==> config.mk <==
export PLATFORM = sky130hd
export DESIGN_NAME = load_store_unit
export DESIGN_NICKNAME = d
export VERILOG_FILES = /design/src/rtl/lsu_pkg.sv /design/src/rtl/load_align.sv /design/src/rtl/load_store_unit.sv
export SDC_FILE = /design/constraint.sdc
export NUM_CORES = 1
export LEC_CHECK = 0
export BUFFER_PORTS_ARGS = -buffer_cell sky130_fd_sc_hd__buf_2
export CAP_MARGIN = 20
export CORE_MARGIN = 2
export CORE_UTILIZATION = 35
export DETAILED_ROUTE_END_ITERATION = 8
export GPL_TIMING_DRIVEN = 0
export PLACE_DENSITY = 0.55
export SETUP_SLACK_MARGIN = 0.4
export SLEW_MARGIN = 20
export SYNTH_ARGS = -nofsm -noshare
export SYNTH_HDL_FRONTEND = slang
export SYNTH_HIERARCHICAL = 1
export SYNTH_SLANG_ARGS = --single-unit
==> constraint.sdc <==
create_clock -name clock -period 12 [get_ports clock]
set_input_delay 2.4 -clock clock [delete_from_list [all_inputs] [get_ports clock]]
set_output_delay 2.4 -clock clock [all_outputs]
set_load 0.01 [all_outputs]
==> src/rtl/lsu_pkg.sv <==
// Shared load/store unit definitions: size encodings, FSM states, request
// payload and the access legality check.
package lsu_pkg;

    localparam int unsigned XLEN          = 32;
    localparam int unsigned DEF_MEM_BYTES = 44160;

    localparam logic [1:0] SZ_BYTE = 2'b00;
    localparam logic [1:0] SZ_HALF = 2'b01;
    localparam logic [1:0] SZ_WORD = 2'b10;
    localparam logic [1:0] SZ_ILL  = 2'b11;

    typedef enum logic [2:0] {
        ST_IDLE = 3'd0,
        ST_LOAD = 3'd1,
        ST_ST0  = 3'd2,
        ST_ST1  = 3'd3,
        ST_RESP = 3'd4
    } lsu_state_e;

    // Latched request payload.
    typedef struct packed {
        logic            we;
        logic [1:0]      size;
        logic            uns;
        logic [XLEN-1:0] addr;
        logic [XLEN-1:0] wdata;
    } lsu_req_t;

    // 1 when the access is misaligned, of illegal size, or runs past mem_bytes.
    // The end address is computed one bit wider so addresses near 2^32 cannot wrap.
    function automatic logic access_err(input logic [1:0]      size,
                                        input logic [XLEN-1:0] addr,
                                        input logic [XLEN-1:0] mem_bytes);
        logic [XLEN:0] end_addr;
        logic          bad;
        bad      = 1'b0;
        end_addr = '0;
        case (size)
            SZ_BYTE: end_addr = {1'b0, addr} + 33'd1;
            SZ_HALF: begin
                end_addr = {1'b0, addr} + 33'd2;
                bad      = addr[0];
            end
            SZ_WORD: begin
                end_addr = {1'b0, addr} + 33'd4;
                bad      = |addr[1:0];
            end
            default: bad = 1'b1;
        endcase
        return bad | (end_addr > {1'b0, mem_bytes});
    endfunction

endpackage

==> src/rtl/load_align.sv <==
// Load lane select and sign/zero extension.
// Ports: word     - 32-bit word read from memory
//        addr_lo  - byte address bits [1:0]
//        size     - access size encoding
//        is_unsigned - 1 = zero-extend, 0 = sign-extend
//        data_c   - aligned, extended load result (combinational)
module load_align
    import lsu_pkg::*;
(
    input  logic [XLEN-1:0] word,
    input  logic [1:0]      addr_lo,
    input  logic [1:0]      size,
    input  logic            is_unsigned,
    output logic [XLEN-1:0] data_c
);

    logic [7:0]  byte_sel;
    logic [15:0] half_sel;

    // Pick the addressed lane, then extend according to size and signedness.
    always_comb begin
        byte_sel = word[{addr_lo, 3'b000} +: 8];
        half_sel = word[{addr_lo[1], 4'b0000} +: 16];
        data_c   = word;
        case (size)
            SZ_BYTE: data_c = is_unsigned ? {24'h0, byte_sel}
                                          : {{24{byte_sel[7]}}, byte_sel};
            SZ_HALF: data_c = is_unsigned ? {16'h0, half_sel}
                                          : {{16{half_sel[15]}}, half_sel};
            default: data_c = word;
        endcase
    end

endmodule

==> src/rtl/load_store_unit.sv <==
// Load/store unit between the memory stage and the memoria block.
// Ports: clock, reset (sync, active-high)
//        req_*   - request channel (valid/ready), size/sign/addr/store data
//        resp_*  - response channel (valid/ready), load data and error flag
//        mem_*   - memoria port set: dir, width, wen, in (to memory), out (from memory)
// Halfword stores are issued as two byte writes on consecutive cycles.
module load_store_unit
    import lsu_pkg::*;
#(
    parameter int unsigned MEM_BYTES = DEF_MEM_BYTES
) (
    input  logic            clock,
    input  logic            reset,
    input  logic            req_valid,
    output logic            req_ready,
    input  logic            req_we,
    input  logic [1:0]      req_size,
    input  logic            req_unsigned,
    input  logic [XLEN-1:0] req_addr,
    input  logic [XLEN-1:0] req_wdata,
    output logic            resp_valid,
    input  logic            resp_ready,
    output logic [XLEN-1:0] resp_rdata,
    output logic            resp_err,
    output logic [XLEN-1:0] mem_dir,
    output logic            mem_width,
    output logic            mem_wen,
    output logic [XLEN-1:0] mem_in,
    input  logic [XLEN-1:0] mem_out
);

    localparam logic [XLEN-1:0] MEM_LIMIT = XLEN'(MEM_BYTES);

    lsu_state_e      state_q, state_d;
    lsu_req_t        req_q, req_d;

    logic            ready_q, ready_d;
    logic            valid_q, valid_d;
    logic            err_q, err_d;
    logic            wen_q, wen_d;
    logic            width_q, width_d;
    logic [XLEN-1:0] rdata_q, rdata_d;
    logic [XLEN-1:0] dir_q, dir_d;
    logic [XLEN-1:0] in_q, in_d;
    logic [XLEN-1:0] load_data_c;

    load_align u_load_align (
        .word        (mem_out),
        .addr_lo     (req_q.addr[1:0]),
        .size        (req_q.size),
        .is_unsigned (req_q.uns),
        .data_c      (load_data_c)
    );

    // Next state, then every registered output derived from the next state so
    // the memory port reflects the state it belongs to.
    always_comb begin
        state_d = state_q;
        req_d   = req_q;
        rdata_d = rdata_q;
        err_d   = err_q;

        case (state_q)
            ST_IDLE: begin
                if (req_valid && ready_q) begin
                    req_d = '{we: req_we, size: req_size, uns: req_unsigned,
                              addr: req_addr, wdata: req_wdata};
                    rdata_d = '0;
                    err_d   = 1'b0;
                    if (access_err(req_size, req_addr, MEM_LIMIT)) begin
                        state_d = ST_RESP;
                        err_d   = 1'b1;
                    end else if (req_we) begin
                        state_d = ST_ST0;
                    end else begin
                        state_d = ST_LOAD;
                    end
                end
            end
            ST_LOAD: begin
                rdata_d = load_data_c;
                state_d = ST_RESP;
            end
            ST_ST0: begin
                state_d = (req_q.size == SZ_HALF) ? ST_ST1 : ST_RESP;
            end
            ST_ST1: begin
                state_d = ST_RESP;
            end
            ST_RESP: begin
                if (resp_ready) begin
                    state_d = ST_IDLE;
                    rdata_d = '0;
                    err_d   = 1'b0;
                end
            end
            default: begin
                state_d = ST_IDLE;
                rdata_d = '0;
                err_d   = 1'b0;
            end
        endcase

        ready_d = (state_d == ST_IDLE);
        valid_d = (state_d == ST_RESP);
        wen_d   = (state_d == ST_ST0) || (state_d == ST_ST1);
        width_d = (state_d == ST_ST0) && (req_d.size == SZ_WORD);
        dir_d   = '0;
        in_d    = '0;
        case (state_d)
            ST_LOAD: dir_d = req_d.addr;
            ST_ST0: begin
                dir_d = req_d.addr;
                in_d  = (req_d.size == SZ_WORD) ? req_d.wdata : {24'h0, req_d.wdata[7:0]};
            end
            ST_ST1: begin
                dir_d = req_d.addr + 32'd1;
                in_d  = {24'h0, req_d.wdata[15:8]};
            end
            default: begin
                dir_d = '0;
                in_d  = '0;
            end
        endcase
    end

    // State and output registers.
    always_ff @(posedge clock) begin
        if (reset) begin
            state_q <= ST_IDLE;
            req_q   <= '0;
            ready_q <= 1'b0;
            valid_q <= 1'b0;
            err_q   <= 1'b0;
            rdata_q <= '0;
            wen_q   <= 1'b0;
            width_q <= 1'b0;
            dir_q   <= '0;
            in_q    <= '0;
        end else begin
            state_q <= state_d;
            req_q   <= req_d;
            ready_q <= ready_d;
            valid_q <= valid_d;
            err_q   <= err_d;
            rdata_q <= rdata_d;
            wen_q   <= wen_d;
            width_q <= width_d;
            dir_q   <= dir_d;
            in_q    <= in_d;
        end
    end

    assign req_ready  = ready_q;
    assign resp_valid = valid_q;
    assign resp_err   = err_q;
    assign resp_rdata = rdata_q;
    assign mem_dir    = dir_q;
    assign mem_width  = width_q;
    assign mem_in     = in_q;
    // Reset must suppress a write already scheduled for this edge (e.g. in ST1).
    assign mem_wen    = wen_q & ~reset;

endmodule

==> Word-level counts from Yosys, hierarchy flattened <==
Cells that the tools add are included.
{ "classes": {"n_addsub": 4, "mul": 0, "n_div": 0, "n_lt_le_gt_ge": 1, "eq_ne": 14, "shift": 2, "n_mux": 27, "bitwise_logic": 5, "reduce_logical": 15} }
{ "ops": {"columns": ["operator", "n"], "rows": [
  ["$pmux 32 s2", 3],
  ["$mux 32", 5],
  ["$mux 67", 2],
  ["$pmux 32 s4", 1],
  ["$pmux 33 s3", 1],
  ["$mux 33", 2],
  ["$add 32x1->33 const B", 1],
  ["$add 32x2->33 const B", 1],
  ["$add 32x3->33 const B", 1],
  ["$gt 33x16->1 const B", 1],
  ["$add 32x1->32 const B", 1],
  ["$shiftx 32x6->16", 1],
  ["$shiftx 32x6->8", 1],
  ["$eq 3x2->1 const B", 4],
  ["$mux 3", 4],
  ["$pmux 3 s4", 1],
  ["$reduce_or 2->1", 4],
  ["$eq 3x1->1 const B", 2],
  ["$eq 3x3->1 const B", 2],
  ["$logic_not 3->1", 2],
  ["$pmux 1 s3", 2],
  ["$reduce_and 3->1", 2],
  ["$mux 1", 5],
  ["$eq 2x1->1 const B", 2],
  ["11 further kinds", 17]
]} }
{ "word_totals": {"ff_bits": 171, "latchBits": 0, "mem_bits_rw": 0, "rom_bits": 0, "inputBits": 104, "out_inout_bits": 101, "word_cells": 81, "n_memories": 0} }

==> Logic depth before layout (Yosys ltp) <==
{ "logic_depth": {"depth_word": 12, "depth_mapped": 18, "ltp_nobuf": 13} }

==> Hierarchy <==
Netlist, hierarchy kept.
{ "by_module_without_submodules": {"columns": ["module", "instances", "cells_each", "area_per_inst_um2", "seq_area_each_um2"], "rows": [
  ["load_store_unit", 1, 1000, 8394.3, 3423.3],
  ["load_align", 1, 117, 714.4, 0.0]
]} }

==> Least setup slack after synthesis <==
Ideal clock, no wire load.
{ "synth_path": {"path_kind": "input-to-reg", "start": "in req_valid", "end": "reg dir_q[26], in the netlist mem_dir[26]", "setup_time_ns": 0.128, "arrival_ns": 6.237, "required_time_ns": 11.872, "slack_ns": 5.636, "path_stages": 17, "path_buffers": 5, "path_cell_list": "nand4bb_1 > or2_1 > buf_2 > buf_2 > buf_1 > buf_1 > clkbuf_1 > a21oi_1 > inv_1 > ha_1 > a21boi_1 > nand4_1 > or3_1 > or3_1 > nor2_1 > xor2_1 > nor2_1"} }
{ "synth_lines": {"columns": ["element", "line", "text"], "rows": [
  ["start: declaration", "load_store_unit.sv:14", "input logic req_valid,"],
  ["end signal: assignment", "load_store_unit.sv:149", "dir_q <= dir_d;"],
  ["end: declaration", "load_store_unit.sv:43", "logic [XLEN-1:0] dir_q, dir_d;"]
]} }

==> impl_metrics.tcl <==
set metrics [dict create \
    grt_usage_pct 22.95 \
    place_ws_ps 3971 \
    power_density_nw_per_um2 121.2 \
    synth.largest_area_cell "dfxtp_1" \
    timing.critical_path.arrival_ps 8020 \
    maxSlewViolCount 0 \
    std_cell_rows 59 \
    grt_pass1_wl_um 48090 \
    core_um2 25840 \
    synth_warnings 6 \
    worstSetupPathType "input port to flop" \
    chain_of_cells_forming_the_critical_path "buf_2 -> nand4bb_1 -> or2_1 -> buf_2 -> buf_2 -> buf_1 -> buf_1 -> clkbuf_1 -> a21oi_1 -> inv_1 -> ha_1 -> a21boi_1 -> nand4_1 -> or3_1 -> or3_1 -> nor2_1 -> xor2_1 -> nor2_1" \
    half_perimeter_wire_length_after_detailed_placement_um 24120 \
    worstHoldStart "req_q[1]$_SDFF_PP0_" \
    timing.hold.worst_path_depth 2 \
    first_global_vias 8453 \
    drtAntennaViolNets 0 \
    ys_seq_area_share_pct 37.58 \
    hp_class "flop to flop" \
    timing.slew.headroom_pct 33.03 \
    initial_utilization_pct 35.25 \
    fp.dieW_um 165.3 \
    synth_enable_flop_cells 0 \
    cts_tree "yes" \
    number_of_library_cell_types_mapped_by_synthesis 81 \
    final.setup.worst_slack_ps 4278 \
    cts.sink_count 171 \
    detail_route.first_pass.iterations 5 \
    critPathRequiredTime_ps 12300 \
    die-height_um 165.3 \
    worstSkewPairLatency_ps 430 \
    timing.hold.worst_endpoint "req_q[1]$_SDFF_PP0_" \
    timing.max_cap.violations 0 \
    route.final.wire_length_um 32070 \
    period_minus_slack_ps 7722 \
    buffer_count_from_post_cts_setup_fixing 0 \
    clk_pin_slew_worst_paths_ps 70 \
    power_total_mw 1.345 \
    floorplan.die_area_um2 27330 \
    setup_repair_after_global_routing_missed_its_margin "false" \
    tritoncts.num_buffers 17 \
    max-vdd-ir-drop_mv 0.09710 \
    synth-seq-cells 171 \
    cp-end-kind "flop" \
    drt_drc 0 \
    async_reset_ff_share_pct 0 \
    cpPeakStageDelay_ps 650 \
    critical-path-slowest-cell "buf_1" \
    portBuffers 193 \
    fmaxAchievable_mhz 129.5 \
    synth_ff_type "dfxtp_1" \
    flow.area_growth_from_synthesis_pct 21.85 \
    synth_area_um2 9109 \
    cts-resized-gates 0 \
    path_max_fanout 10 \
    worst_setup_path_start_kind "input port" \
    placedInstanceArea_um2 10490 \
    vias_after_detailed_routing 9155 \
    fin_setup_tns_ps 0 \
    reg2reg_end "mem_dir[30]$_SDFF_PP0_" \
    final-hold-violation-count 0 \
    design.portCount 205 \
    final.setup_skew_ps 11.05 \
    r2r_start "state_q[0]$_SDFF_PP0_" \
    final_area_um2 11100 \
    grt.overflow.total 0 \
    synthesized_instance_count 1117 \
    clock_tree.buffer_depth 2 \
    finalCritPeriodShare_pct 64.35 \
    synth.top_cell.area_share_pct 37.58 \
    clockRootBuffer "clkbuf_16" \
    reg2reg_setup_slack_ps 5870 \
    report.final.setup_viol 0 \
    gp_congestion 0.9260 \
    layout.nets 1438 \
    detail_route.iter0.violations 832 \
    timing.hold.ws_ps 464.2 \
    worst_path_most_repeated_cell "buf_2" \
    clock_tree.htree_level_count 4 \
    power_leakage_nw 4.505 \
    drive_above_1_share_pct 22.88 \
    avgRoutedWirePerCell_um 19.10 \
    post_synth_main_area_contributors "dfxtp_1, mux2i_1, nor2_1" \
    tightest_slew_ps 1002 \
    route.detailed.vias_per_inst 5.453 \
    mappedNetlistNets 1226 \
    r2r.worst_path.cells 17 \
    outcome "finished, final reports clean" \
    count_of_hold_fix_buffers_inserted_at_cts 0 \
    grt_start_max_net_pins 20 \
    grt_antenna_before_repair 2 \
    synth_area_per_cell_um2 8.155 \
]
[layout by cell type (no fill, tap or decap), types with 5 or more instances in the layout]
cell       count
a21oi_1       68
a21oi_2       10
a22oi_1       45
a31oi_1       10
and2_1         6
and3_1        12
and4_1         7
buf_1          5
buf_2        213
clkbuf_1      63
clkbuf_16     17
dfxtp_1      171
ha_1           5
inv_1         18
inv_8          6
mux2_2        11
mux2i_1       62
nand2_1      100
nand2b_1       8
nand3_1       35
nand4_1       30
nor2_1       165
nor2b_1       15
nor3_1        22
nor3_2        21
nor4_1         7
o211ai_1       7
o21ai_0       34
o22ai_1       13
or2_2          6
or3_1         11
xnor2_1       17
xor2_1        20
[layout make-up]
type / instances / area, µm²
clock buffer: 17 / 425.4
multi-input combinational: 834 / 5206
timing repair buffer: 193 / 965.9
sequential: 171 / 3423
inverter: 19 / 71.32
clock inverter: 15 / 175.2
fill: 2756 / 14740
antenna: 2 / 5.005
buffer: 93 / 407.9
tap: 335 / 419.2
[worst max-delay path: cells and delay by family]
| family | cells | cell delay [ps] |
|---|---|---|
| simple gates | 7 | 1890 |
| buf+inv | 7 | 2570 |
| fa+ha+maj | 1 | 190 |
| xor+xnor | 1 | 160 |
| compound gates | 2 | 800 |
[Yosys cell counts, drive strengths merged (4+ instances only)]
library cell  instances
ha                    5
clkbuf               63
and4                  7
a22oi                46
nor4b                 4
and2                  6
o21ai                36
o22ai                13
xor2                 20
a21oi                78
nor2b                15
nor3                 43
nand4b                4
o211ai                7
nor4                  9
a31oi                10
a211o                 4
nand2               100
mux2i                63
dfxtp               171
nor2                165
nand4                31
mux2                 11
xnor2                17
buf                  30
o21a                  4
o311ai                5
or3                  12
nand2b                8
nand3                36
inv                  18
or2                   7
o221ai                4
and3                 12
[power by group]
group,leakage [nW],switching [mW],internal [mW]
Clock,0.290,0.272,0.282
Sequential,1.39,0.00627,0.582
Combinational,2.83,0.133,0.0708
[registers in the layout, summed over array words and instances (netlist names)]
register / cells
mem_dir: 32
mem_in: 32
mem_width: 1
req_q: 67
req_ready: 1
resp_err: 1
resp_rdata: 32
resp_valid: 1
state_q: 3
wen_q: 1
[how the worst max path moves through the flow]
stage	endpoint	start	cells past startpoint	slack, ps
floorplan	mem_dir[26]$_SDFF_PP0_	req_valid	17	5640
detailed placement	mem_dir[28]$_SDFF_PP0_	req_valid	18	3970
finish	mem_dir[30]$_SDFF_PP0_	req_valid	18	4280
global placement	mem_dir[30]$_SDFF_PP0_	req_valid	18	3940
CTS	mem_dir[28]$_SDFF_PP0_	req_valid	18	4320
global route	mem_dir[28]$_SDFF_PP0_	req_valid	18	3880
[through the flow]
step                      util, %  std cells
after floorplan                 -       1117
after global placement      40.62       1645
after detailed placement    40.62       1645
after CTS                   42.94       1677
after global routing        42.95       1678
final                       42.96       1679
[logic make-up after synthesis]
logic type / synth area share, %
fa+ha+maj: 0.6868
simple gates: 26.44
xor+xnor: 3.558
mux: 8.324
buf+inv: 5.261
flops: 37.58
compound gates: 18.15
[metal layers]
layer  GRT usage (%)  up-vias  share of wire [%]
met3           4.121       46                6.4
met5               0        -              0.034
li1                -     4429                  -
met1           31.88     4317                 45
met4           7.249        2                2.5
met2           36.10      361                 46
(Power assumes the default switching activity.)
